===== config.mk =====
export PLATFORM = sky130hd
export DESIGN_NAME = truth_table_engine
export DESIGN_NICKNAME = d
export VERILOG_FILES = /design/src/rtl/tt_pkg.sv /design/src/rtl/tt_row_seq.sv /design/src/rtl/truth_table_engine.sv
export SDC_FILE = /design/constraint.sdc
export NUM_CORES = 1
export LEC_CHECK = 0
export CORE_ASPECT_RATIO = 1.5
export CORE_UTILIZATION = 52
export DETAILED_ROUTE_END_ITERATION = 6
export PLACE_DENSITY_LB_ADDON = 0.08
export SKIP_CTS_REPAIR_TIMING = 1
export SLEW_MARGIN = 20
export SYNTH_ARGS = -nofsm -noshare
export SYNTH_HDL_FRONTEND = slang
export SYNTH_SLANG_ARGS = --single-unit

===== constraint.sdc =====
create_clock -name clk -period 3 [get_ports clk]
set_input_delay 0.45 -clock clk [delete_from_list [all_inputs] [get_ports clk]]
set_output_delay 0.45 -clock clk [all_outputs]
set_load 0.03 [all_outputs]

===== src/rtl/tt_pkg.sv =====
// rtl/tt_pkg.sv - shared types, mode constants and Gray helper for the truth-table engine
package tt_pkg;

  typedef enum logic [1:0] {
    IDLE = 2'd0,
    RUN  = 2'd1,
    DONE = 2'd2
  } state_e;

  localparam logic MODE_BIN  = 1'b0;
  localparam logic MODE_GRAY = 1'b1;

  // Callers truncate the result to their own row width.
  function automatic int bin2gray(input int b);
    return b ^ (b >> 1);
  endfunction

endpackage


===== src/rtl/tt_row_seq.sv =====
// rtl/tt_row_seq.sv - sweep step counter with binary/Gray row mapping and last-row detect
module tt_row_seq
  import tt_pkg::*;
#(
  parameter int N_IN = 2
) (
  input  logic            clk,
  input  logic            rst_n,
  input  logic            load,
  input  logic            mode_in,
  input  logic            adv,
  output logic [N_IN-1:0] row_x,
  output logic            last
);

  logic [N_IN-1:0] step_q, step_d;
  logic            mode_q, mode_d;

  always_comb begin
    step_d = step_q;
    mode_d = mode_q;
    if (load) begin
      step_d = '0;
      mode_d = mode_in;
    end else if (adv) begin
      // Wraps to zero only on the final beat, which also leaves RUN.
      step_d = step_q + 1'b1;
    end
  end

  always_ff @(posedge clk or negedge rst_n) begin
    if (!rst_n) begin
      step_q <= '0;
      mode_q <= MODE_BIN;
    end else begin
      step_q <= step_d;
      mode_q <= mode_d;
    end
  end

  assign last  = &step_q;
  assign row_x = (mode_q == MODE_GRAY) ? N_IN'(bin2gray(int'(step_q))) : step_q;

endmodule


===== src/rtl/truth_table_engine.sv =====
// rtl/truth_table_engine.sv - programmable LUT functions swept row by row over a valid/ready stream
module truth_table_engine
  import tt_pkg::*;
#(
  parameter int N_IN = 2,
  parameter int N_FN = 5,
  localparam int R     = 1 << N_IN,
  localparam int IDX_W = (N_FN > 1) ? $clog2(N_FN) : 1,
  localparam int CNT_W = N_IN + 1
) (
  input  logic                  clk,
  input  logic                  rst_n,
  input  logic                  cfg_we,
  input  logic [IDX_W-1:0]      cfg_idx,
  input  logic [R-1:0]          cfg_tt,
  input  logic                  start,
  input  logic                  mode,
  output logic                  busy,
  output logic                  row_valid,
  input  logic                  row_ready,
  output logic [N_IN-1:0]       row_x,
  output logic [N_FN-1:0]       row_f,
  output logic                  done,
  output logic [N_FN*CNT_W-1:0] ones_cnt,
  output logic [N_FN-1:0]       taut,
  output logic [N_FN-1:0]       contra
);

  state_e               state_q, state_d;
  logic [R-1:0]         lut_q [N_FN];
  logic [R-1:0]         lut_d [N_FN];
  logic [N_FN*CNT_W-1:0] ones_q, ones_d;
  logic [N_FN-1:0]      taut_q, taut_d;
  logic [N_FN-1:0]      contra_q, contra_d;
  logic                 sweep_load;
  logic                 beat;
  logic                 last;

  tt_row_seq #(.N_IN(N_IN)) u_row_seq (
    .clk    (clk),
    .rst_n  (rst_n),
    .load   (sweep_load),
    .mode_in(mode),
    .adv    (beat),
    .row_x  (row_x),
    .last   (last)
  );

  always_comb begin
    for (int k = 0; k < N_FN; k++) begin
      row_f[k] = lut_q[k][row_x];
    end
  end

  always_comb begin
    state_d    = state_q;
    lut_d      = lut_q;
    ones_d     = ones_q;
    taut_d     = taut_q;
    contra_d   = contra_q;
    sweep_load = 1'b0;
    beat       = 1'b0;
    case (state_q)
      IDLE: begin
        // An out-of-range index matches no slot, so the write is dropped.
        for (int k = 0; k < N_FN; k++) begin
          if (cfg_we && (cfg_idx == IDX_W'(k))) begin
            lut_d[k] = cfg_tt;
          end
        end
        if (start) begin
          sweep_load = 1'b1;
          ones_d     = '0;
          taut_d     = '0;
          contra_d   = '0;
          state_d    = RUN;
        end
      end
      RUN: begin
        if (row_ready) begin
          beat = 1'b1;
          for (int k = 0; k < N_FN; k++) begin
            ones_d[k*CNT_W +: CNT_W] = ones_q[k*CNT_W +: CNT_W] + CNT_W'(row_f[k]);
          end
          if (last) begin
            // Flags come from the final totals so they are valid alongside done.
            for (int k = 0; k < N_FN; k++) begin
              taut_d[k]   = (ones_d[k*CNT_W +: CNT_W] == CNT_W'(R));
              contra_d[k] = (ones_d[k*CNT_W +: CNT_W] == '0);
            end
            state_d = DONE;
          end
        end
      end
      DONE: begin
        state_d = IDLE;
      end
      default: begin
        state_d = IDLE;
      end
    endcase
  end

  always_ff @(posedge clk or negedge rst_n) begin
    if (!rst_n) begin
      state_q  <= IDLE;
      lut_q    <= '{default: '0};
      ones_q   <= '0;
      taut_q   <= '0;
      contra_q <= '0;
    end else begin
      state_q  <= state_d;
      lut_q    <= lut_d;
      ones_q   <= ones_d;
      taut_q   <= taut_d;
      contra_q <= contra_d;
    end
  end

  assign busy      = (state_q == RUN);
  assign row_valid = (state_q == RUN);
  assign done      = (state_q == DONE);
  assign ones_cnt  = ones_q;
  assign taut      = taut_q;
  assign contra    = contra_q;

endmodule


==> metrics.md, run 1 <==
| Metric | Value |
|---|---|
| Die width | 58.9 um |
| Clk buf depth | 2 |
| Crit-path cells | ha_1 > mux2i_1 > buf_4 > mux4_1 > clkdlybuf4s50_1 |
| Post-route setup TNS | 0 ps |
| Num rows | 30 |
| WL/cell | between 15 and 20 um |
| Core Area | about 4600 um^2 |
| Routed Antenna Nets | 0 |
| Pwr/cell area | 1150 nW/um^2 |
| Hpwl dp | 3.92 mm |
| Mapped Area | 2520 um^2 |
| Synth warn | 0 |
| Layout overhead on the synthesized area | 24.2% |
| Total wire length | slightly above 5 mm |
| Crit Path Max Fanout | 5 |
| Die ar. | 5140 um^2 |
| Tmin final | around 2900 ps |
| RePlAce Congestion | 0.750 |
| # H-tree levels | 2 |
| Final Setup Violations | 0 |
| Synth Register Bits | 50 |
| CP endpoint kind | output pin |
| Io pins | between 40 and 50 |
| Max-slew violations | 0 |
| Worst path bufs/invs | 2 |
| Clock Sinks | 50 |
| Worst EP required | 2550 ps |
| Initial antenna violation count | 0 |
| Fin nets | 264 |
| First-pass DRT Iterations | 4 |
| Vias after detailed routing | 1744 |
| Max Freq | 349 MHz |
| Mapped Avg Cell Area | 13.1 um^2 |
| Clock Pin Slew Worst Setup and Hold Paths | about 80 ps |
| Hold crit path type | in2async |
| First-pass GRT wire length | 8.42 mm |
| Slew headroom | 0.513 |
| Synth cell types | 33 |
| Total Routing Usage GR | 0.222 |
| Actual slew at the worst max-slew pin | 730 ps |
| Final Skew | 8.72 ps |
| CP startpoint kind | flip-flop |
| CTS buffer count | 5 |
| Initial DRC Count | 53 |
| Slowest cell on crit path | clkdlybuf4s50_1 |
| Share of cells above drive strength 1 | 0.232 |
| Synthesized Nets | 217 |
| Clock Latency Late Sink | roughly 300 ps |
| Max incr delay on CP | 630 ps |
| # port buffers | 47 |
| Die Ht | 87.3 um |
| Antenna diodes | 0 |
| Overflow after GRT | 0 |
| CP Class | reg2out |
| Vias per cell | around 5.7 |
| VDD IR-drop max | 0.561 mV |
| Tcrit/Tclk final | 0.954 |
| Final-report hold violation count | 0 |
| Vias in the first global route | 1764 |
| RSZ-0062 raised after global routing | false |
| Gate Count Post-Synth | 193 |
| Largest net degree at the start of global routing | 51 |
| CTS root buffer | clkbuf_8 |
| Leakage | 1.42 nW |
| Final routed DRC violation total | 0 |
| Number of max-cap violations | 0 |
| CP Data Arrival Time | 2410 ps |
| Hold Slack | 162 ps |
| CTS tree | built |
| CP top delay family | buffers and inverters |
| Initial Util | 0.551 |
| Seq/Total Area, Yosys | 0.496 |
| Run status | complete, no violations |
[worst register-to-register path, cell delays in order, from the launching register on]
cell and delay (ps):
dfrtp_1 430, ha_1 310, mux2i_1 220, mux4_1 620
ha_1 210, ha_1 190, xnor2_1 250, nor4b_1 310
mux2_1 200
[worst paths after layout]
check	slack (ps)	cells past startpoint	endpoint	start
max	140	5	row_f[3]	u_row_seq.step_q[0]
min	160	1	ones_cnt[1]	rst_n
max reg2reg	200	8	contra[0]	u_row_seq.step_q[0]
min reg2reg	510	1	taut[2]	taut[2]
max in group asynchronous	2420	1	taut[2]	rst_n
min in group clk	510	1	taut[2]	taut[2]
[flip-flops by register name, summed over array words and instances, names as in the netlist]
| signal | flops |
|---|---|
| lut_q | 20 |
| ones_cnt | 15 |
| contra | 5 |
| taut | 5 |
| state_q | 2 |
| u_row_seq.step_q | 2 |
| u_row_seq.mode_q | 1 |
[through the flow]
| step | power, W | setup slack, ps | instances | utilization | cell area, um^2 |
|---|---|---|---|---|---|
| after floorplan | 0.00248 | 24.8 | 193 | - | 2520 |
| after global placement | 0.00307 | 431 | 297 | 0.660 | 3020 |
| after detailed placement | 0.00317 | 267 | 297 | 0.660 | 3020 |
| after CTS | 0.00363 | 123 | 305 | 0.684 | 3130 |
| after global routing | 0.00382 | 9.29 | 305 | 0.685 | 3140 |
| final | 0.00360 | 137 | 305 | 0.685 | 3140 |
[layout by cell type, fill, tap and decap left out]
cell type        count
mux2i_1              2
a22o_1               2
and4b_1              1
nand3_2              1
buf_4                6
clkbuf_8             5
nor2_1               6
mux4_1               2
nand2b_1             2
a21oi_4              2
nand2_1              3
nor2b_1              2
o21ai_0             11
xnor2_1              5
nand4b_1            11
dfrtp_1             50
bufinv_16            1
nand2b_4             1
clkdlybuf4s50_1     45
nor4_1               5
inv_1               14
o21bai_1             1
mux4_2               3
and3_1               1
clkinv_2             2
nor4b_1              5
o22ai_1              1
mux2_1               1
mux2_2              34
nor3_4               1
nand3_1              2
nor3b_1              1
ha_1                11
and4_1               1
[per-layer routing]
layer  part of all wire  GRT usage  vias up
met4              0.016     0.0736        0
met1               0.39      0.254      894
met2               0.55      0.403       42
met5                  0          0        -
li1                   -          -      800
met3              0.044     0.0475        8
[Yosys cell counts]
| library cell | count | area, um^2 |
|---|---|---|
| nor4b_1 | 5 | 43.8 |
| buf_2 | 1 | 5.00 |
| buf_4 | 2 | 15.0 |
| a22o_1 | 2 | 17.5 |
| and4b_1 | 1 | 10.0 |
| inv_1 | 14 | 52.6 |
| nand2_1 | 3 | 11.3 |
| xnor2_1 | 5 | 43.8 |
| mux4_1 | 2 | 52.6 |
| nand3_1 | 2 | 10.0 |
| dfrtp_1 | 50 | 1250 |
| nor3_4 | 1 | 16.3 |
| o21ai_0 | 11 | 55.1 |
| nand3_2 | 1 | 10.0 |
| ha_1 | 11 | 138 |
| o22ai_1 | 1 | 6.26 |
| mux2_2 | 34 | 383 |
| nor3b_1 | 1 | 7.51 |
| nor2_1 | 6 | 22.5 |
| nand2b_4 | 1 | 13.8 |
| mux4_2 | 3 | 67.6 |
| and4_1 | 1 | 8.76 |
| nor4_1 | 5 | 31.3 |
| o21bai_1 | 1 | 7.51 |
| clkbuf_1 | 5 | 18.8 |
| nor2b_1 | 2 | 12.5 |
| nand2b_1 | 2 | 12.5 |
| a21oi_4 | 2 | 32.5 |
| mux2_1 | 1 | 11.3 |
| buf_6 | 3 | 33.8 |
| nand4b_1 | 11 | 96.3 |
| mux2i_1 | 2 | 20.0 |
| and3_1 | 1 | 6.26 |
[cell type report]
| cell class | count | area [um^2] |
|---|---|---|
| Fill cell | 381 | 1440 |
| Timing Repair Buffer | 51 | 495 |
| Clock buffer | 5 | 68.8 |
| Clock inverter | 3 | 40.0 |
| Sequential cell | 50 | 1250 |
| Multi-Input combinational cell | 118 | 1150 |
| Inverter | 14 | 52.6 |
| Tap cell | 64 | 80.1 |
[kinds of logic (layout without fill, tap and decap cells)]
group                    count (synthesis)  after routing  synth area share
adder cells (fa/ha/maj)                 11             11            0.0545
AND/OR/NAND/NOR                         43             43             0.124
XOR/XNOR                                 5              5            0.0174
flip-flops                              50             50             0.496
buffers and inverters                   25             73            0.0496
multiplexers                            42             42             0.212
AO/OA/AOI/OAI                           17             17            0.0471
[report_power, final]
part / leakage [nW] / internal, W / switching (W)
Combinational: 0.706 / 0.000929 / 0.00106
Clock: 0.0579 / 0.000245 / 0.000214
Sequential: 0.651 / 0.000934 / 0.000219
(Power assumes the default switching activity.)
==> run 2, diff against run 1 <==
--- a/config.mk
+++ b/config.mk
@@ -5,6 +5,7 @@
 export SDC_FILE = /design/constraint.sdc
 export NUM_CORES = 1
 export LEC_CHECK = 0
+export ABC_CLOCK_PERIOD_IN_PS = 3000
 export CORE_ASPECT_RATIO = 1.5
 export CORE_UTILIZATION = 52
 export DETAILED_ROUTE_END_ITERATION = 6
==> results of run 2 <==
Same layout as run 1: the final DEF is identical, and so are final timing and power.
==> run 3, diff against run 2 <==
--- a/config.mk
+++ b/config.mk
@@ -8,10 +8,10 @@
 export ABC_CLOCK_PERIOD_IN_PS = 3000
 export CORE_ASPECT_RATIO = 1.5
 export CORE_UTILIZATION = 52
+export CTS_BUF_LIST = sky130_fd_sc_hd__clkbuf_4 sky130_fd_sc_hd__clkbuf_8 sky130_fd_sc_hd__clkbuf_16
 export DETAILED_ROUTE_END_ITERATION = 6
 export PLACE_DENSITY_LB_ADDON = 0.08
 export SKIP_CTS_REPAIR_TIMING = 1
-export SLEW_MARGIN = 20
 export SYNTH_ARGS = -nofsm -noshare
 export SYNTH_HDL_FRONTEND = slang
 export SYNTH_SLANG_ARGS = --single-unit
==> run 3 against run 2 <==
- core utilization down 0.055 points
- wire length unchanged
- cell count unchanged
- via count about the same
- combinational power about the same
- register-to-register slack about the same
- power about the same
==> metrics.md, run 3 (same netlist as run 1, synthesis figures left out) <==
| Metric | Value |
|---|---|
| Hold Slack | 354 ps |
| # port buffers | 47 |
| Most frequent cells in the layout | dfrtp_1, clkdlybuf4s50_1, mux2_2 |
| Initial DRC Count | 53 |
| Max incr delay on CP | 630 ps |
| Final routed DRC violation total | 0 |
| Initial antenna violation count | 0 |
| CP endpoint kind | output pin |
| Crit-path cells | ha_1 > mux2i_1 > buf_4 > mux4_1 > clkdlybuf4s50_1 |
| RePlAce Congestion | 0.750 |
| Crit Path Max Fanout | 5 |
| # H-tree levels | 2 |
| Post-route setup TNS | 0 ps |
| Largest Register | lut_q |
| FF-to-FF Start | u_row_seq.step_q[0] |
| Leakage | 1.41 nW |
| CTS buffer count | 5 |
| Fillers | 382 |
| RSZ-0062 raised after global routing | false |
| Pwr/cell area | around 1100 nW/um^2 |
| Vias after detailed routing | 1743 |
| Initial Util | 0.551 |
| VDD IR-drop max | 0.561 mV |
| Max Freq | 349 MHz |
| Actual slew at the worst max-slew pin | 1100 ps |
| Share of cells above drive strength 1 | 0.232 |
| Clock Latency Late Sink | 300 ps |
| Clock Sinks | 50 |
| Num rows | 30 |
| Core Area | 4580 um^2 |
| First-pass GRT wire length | 8.42 mm |
| CP startpoint | u_row_seq.step_q[0] |
| WL/cell | ~17 um |
| Slowest cell on crit path | clkdlybuf4s50_1 |
| CP startpoint kind | flip-flop |
| Total wire length | 5.15 mm |
| Final Skew | between 8 and 9 ps |
| Worst Reg2Reg Path Length in Cells | 8 |
| Clock Pin Slew Worst Setup and Hold Paths | 80 ps |
| First-pass DRT Iterations | 4 |
| CTS root buffer | clkbuf_8 |
| Tcrit/Tclk final | 0.954 |
| Number of max-cap violations | 0 |
| Vias per cell | 5.71 |
| Footprint of the multi-input gates | roughly 1100 um^2 |
| Hpwl dp | 3.92 mm |
| Layout overhead on the synthesized area | 24.1% |
| Run status | complete, no violations |
| Hold crit path type | in2async |
| FF+latch area | 1250 um^2 |
| Die width | 58.9 um |
| Flop2flop setup slack | 200 ps |
| Io pins | 48 |
| CP Data Arrival Time | 2410 ps |
| Fin nets | 264 |
| Worst EP required | 2550 ps |
| Overflow after GRT | 0 |
| Antenna diodes | 0 |
| Die Ht | 87.3 um |
| Slew headroom | 0.269 |
| Final-report hold violation count | 0 |
| Routed Antenna Nets | 0 |
| CP Class | reg2out |
| CTS tree | built |
| Die ar. | 5140 um^2 |
| Commonest non-fill, non-tap cell in the layout | dfrtp_1 |
| Max reg flops | 20 |
| Final Setup Violations | 0 |
| Total Routing Usage GR | 0.222 |
| Tmin final | 2860 ps |
| Vias in the first global route | 1764 |
| Clk buf depth | 2 |
| Max-slew violations | 0 |
| Largest net degree at the start of global routing | 51 |
run 3: cell count changes in the layout (fill, tap and decap cells not counted):
cell   delta
buf_4     -1
buf_2     +1
run 3: cell type report:
class / count / area share
inverter: 14 / 0.0168
clock buffer: 5 / 0.0220
multi-input combinational: 118 / 0.366
tap: 64 / 0.0256
sequential: 50 / 0.399
timing repair buffer: 51 / 0.157
clock inverter: 3 / 0.0128
run 3: worst paths after layout:
check                              end
max                           row_f[3]
min                        ones_cnt[1]
max reg2reg                  contra[0]
min reg2reg                    taut[2]
max in group asynchronous      taut[2]
min in group clk               taut[2]
run 3: power breakdown:
group / total (W) / internal (W) / switching (W)
registers: 0.00115 / 0.000934 / 0.000219
clock network: 0.000459 / 0.000245 / 0.000214
logic: 0.00199 / 0.000929 / 0.00106
total: 0.00360 / 0.00211 / 0.00149
run 3: worst max-delay path, delay by kind of cell (launching register included):
| family | cells | cell delay [ps] |
|---|---|---|
| muxes | 2 | 550 |
| adders and majority gates | 1 | 310 |
| buffers and inverters | 2 | 820 |
| DFF | 1 | 430 |
run 3: metal layers:
metal  vias to the layer above  global-route usage  wire length [um]
li1                        800                   -                 -
met1                       893               0.254              2000
met2                        42               0.403              2850
met3                         8              0.0475               226
met4                         0              0.0736                85
met5                         -                   0                 0
run 3: per-stage QoR:
stage | setup slack [ps] | std cells | total power (W) | instance area, um^2 | utilization
after floorplan | 24.8 | 193 | 0.00248 | 2520 | -
after global placement | 431 | 297 | 0.00307 | 3020 | 0.660
after detailed placement | 267 | 297 | 0.00317 | 3020 | 0.660
after CTS | 123 | 305 | 0.00363 | 3130 | 0.684
after global routing | 9.29 | 305 | 0.00382 | 3130 | 0.684
final | 137 | 305 | 0.00360 | 3130 | 0.684
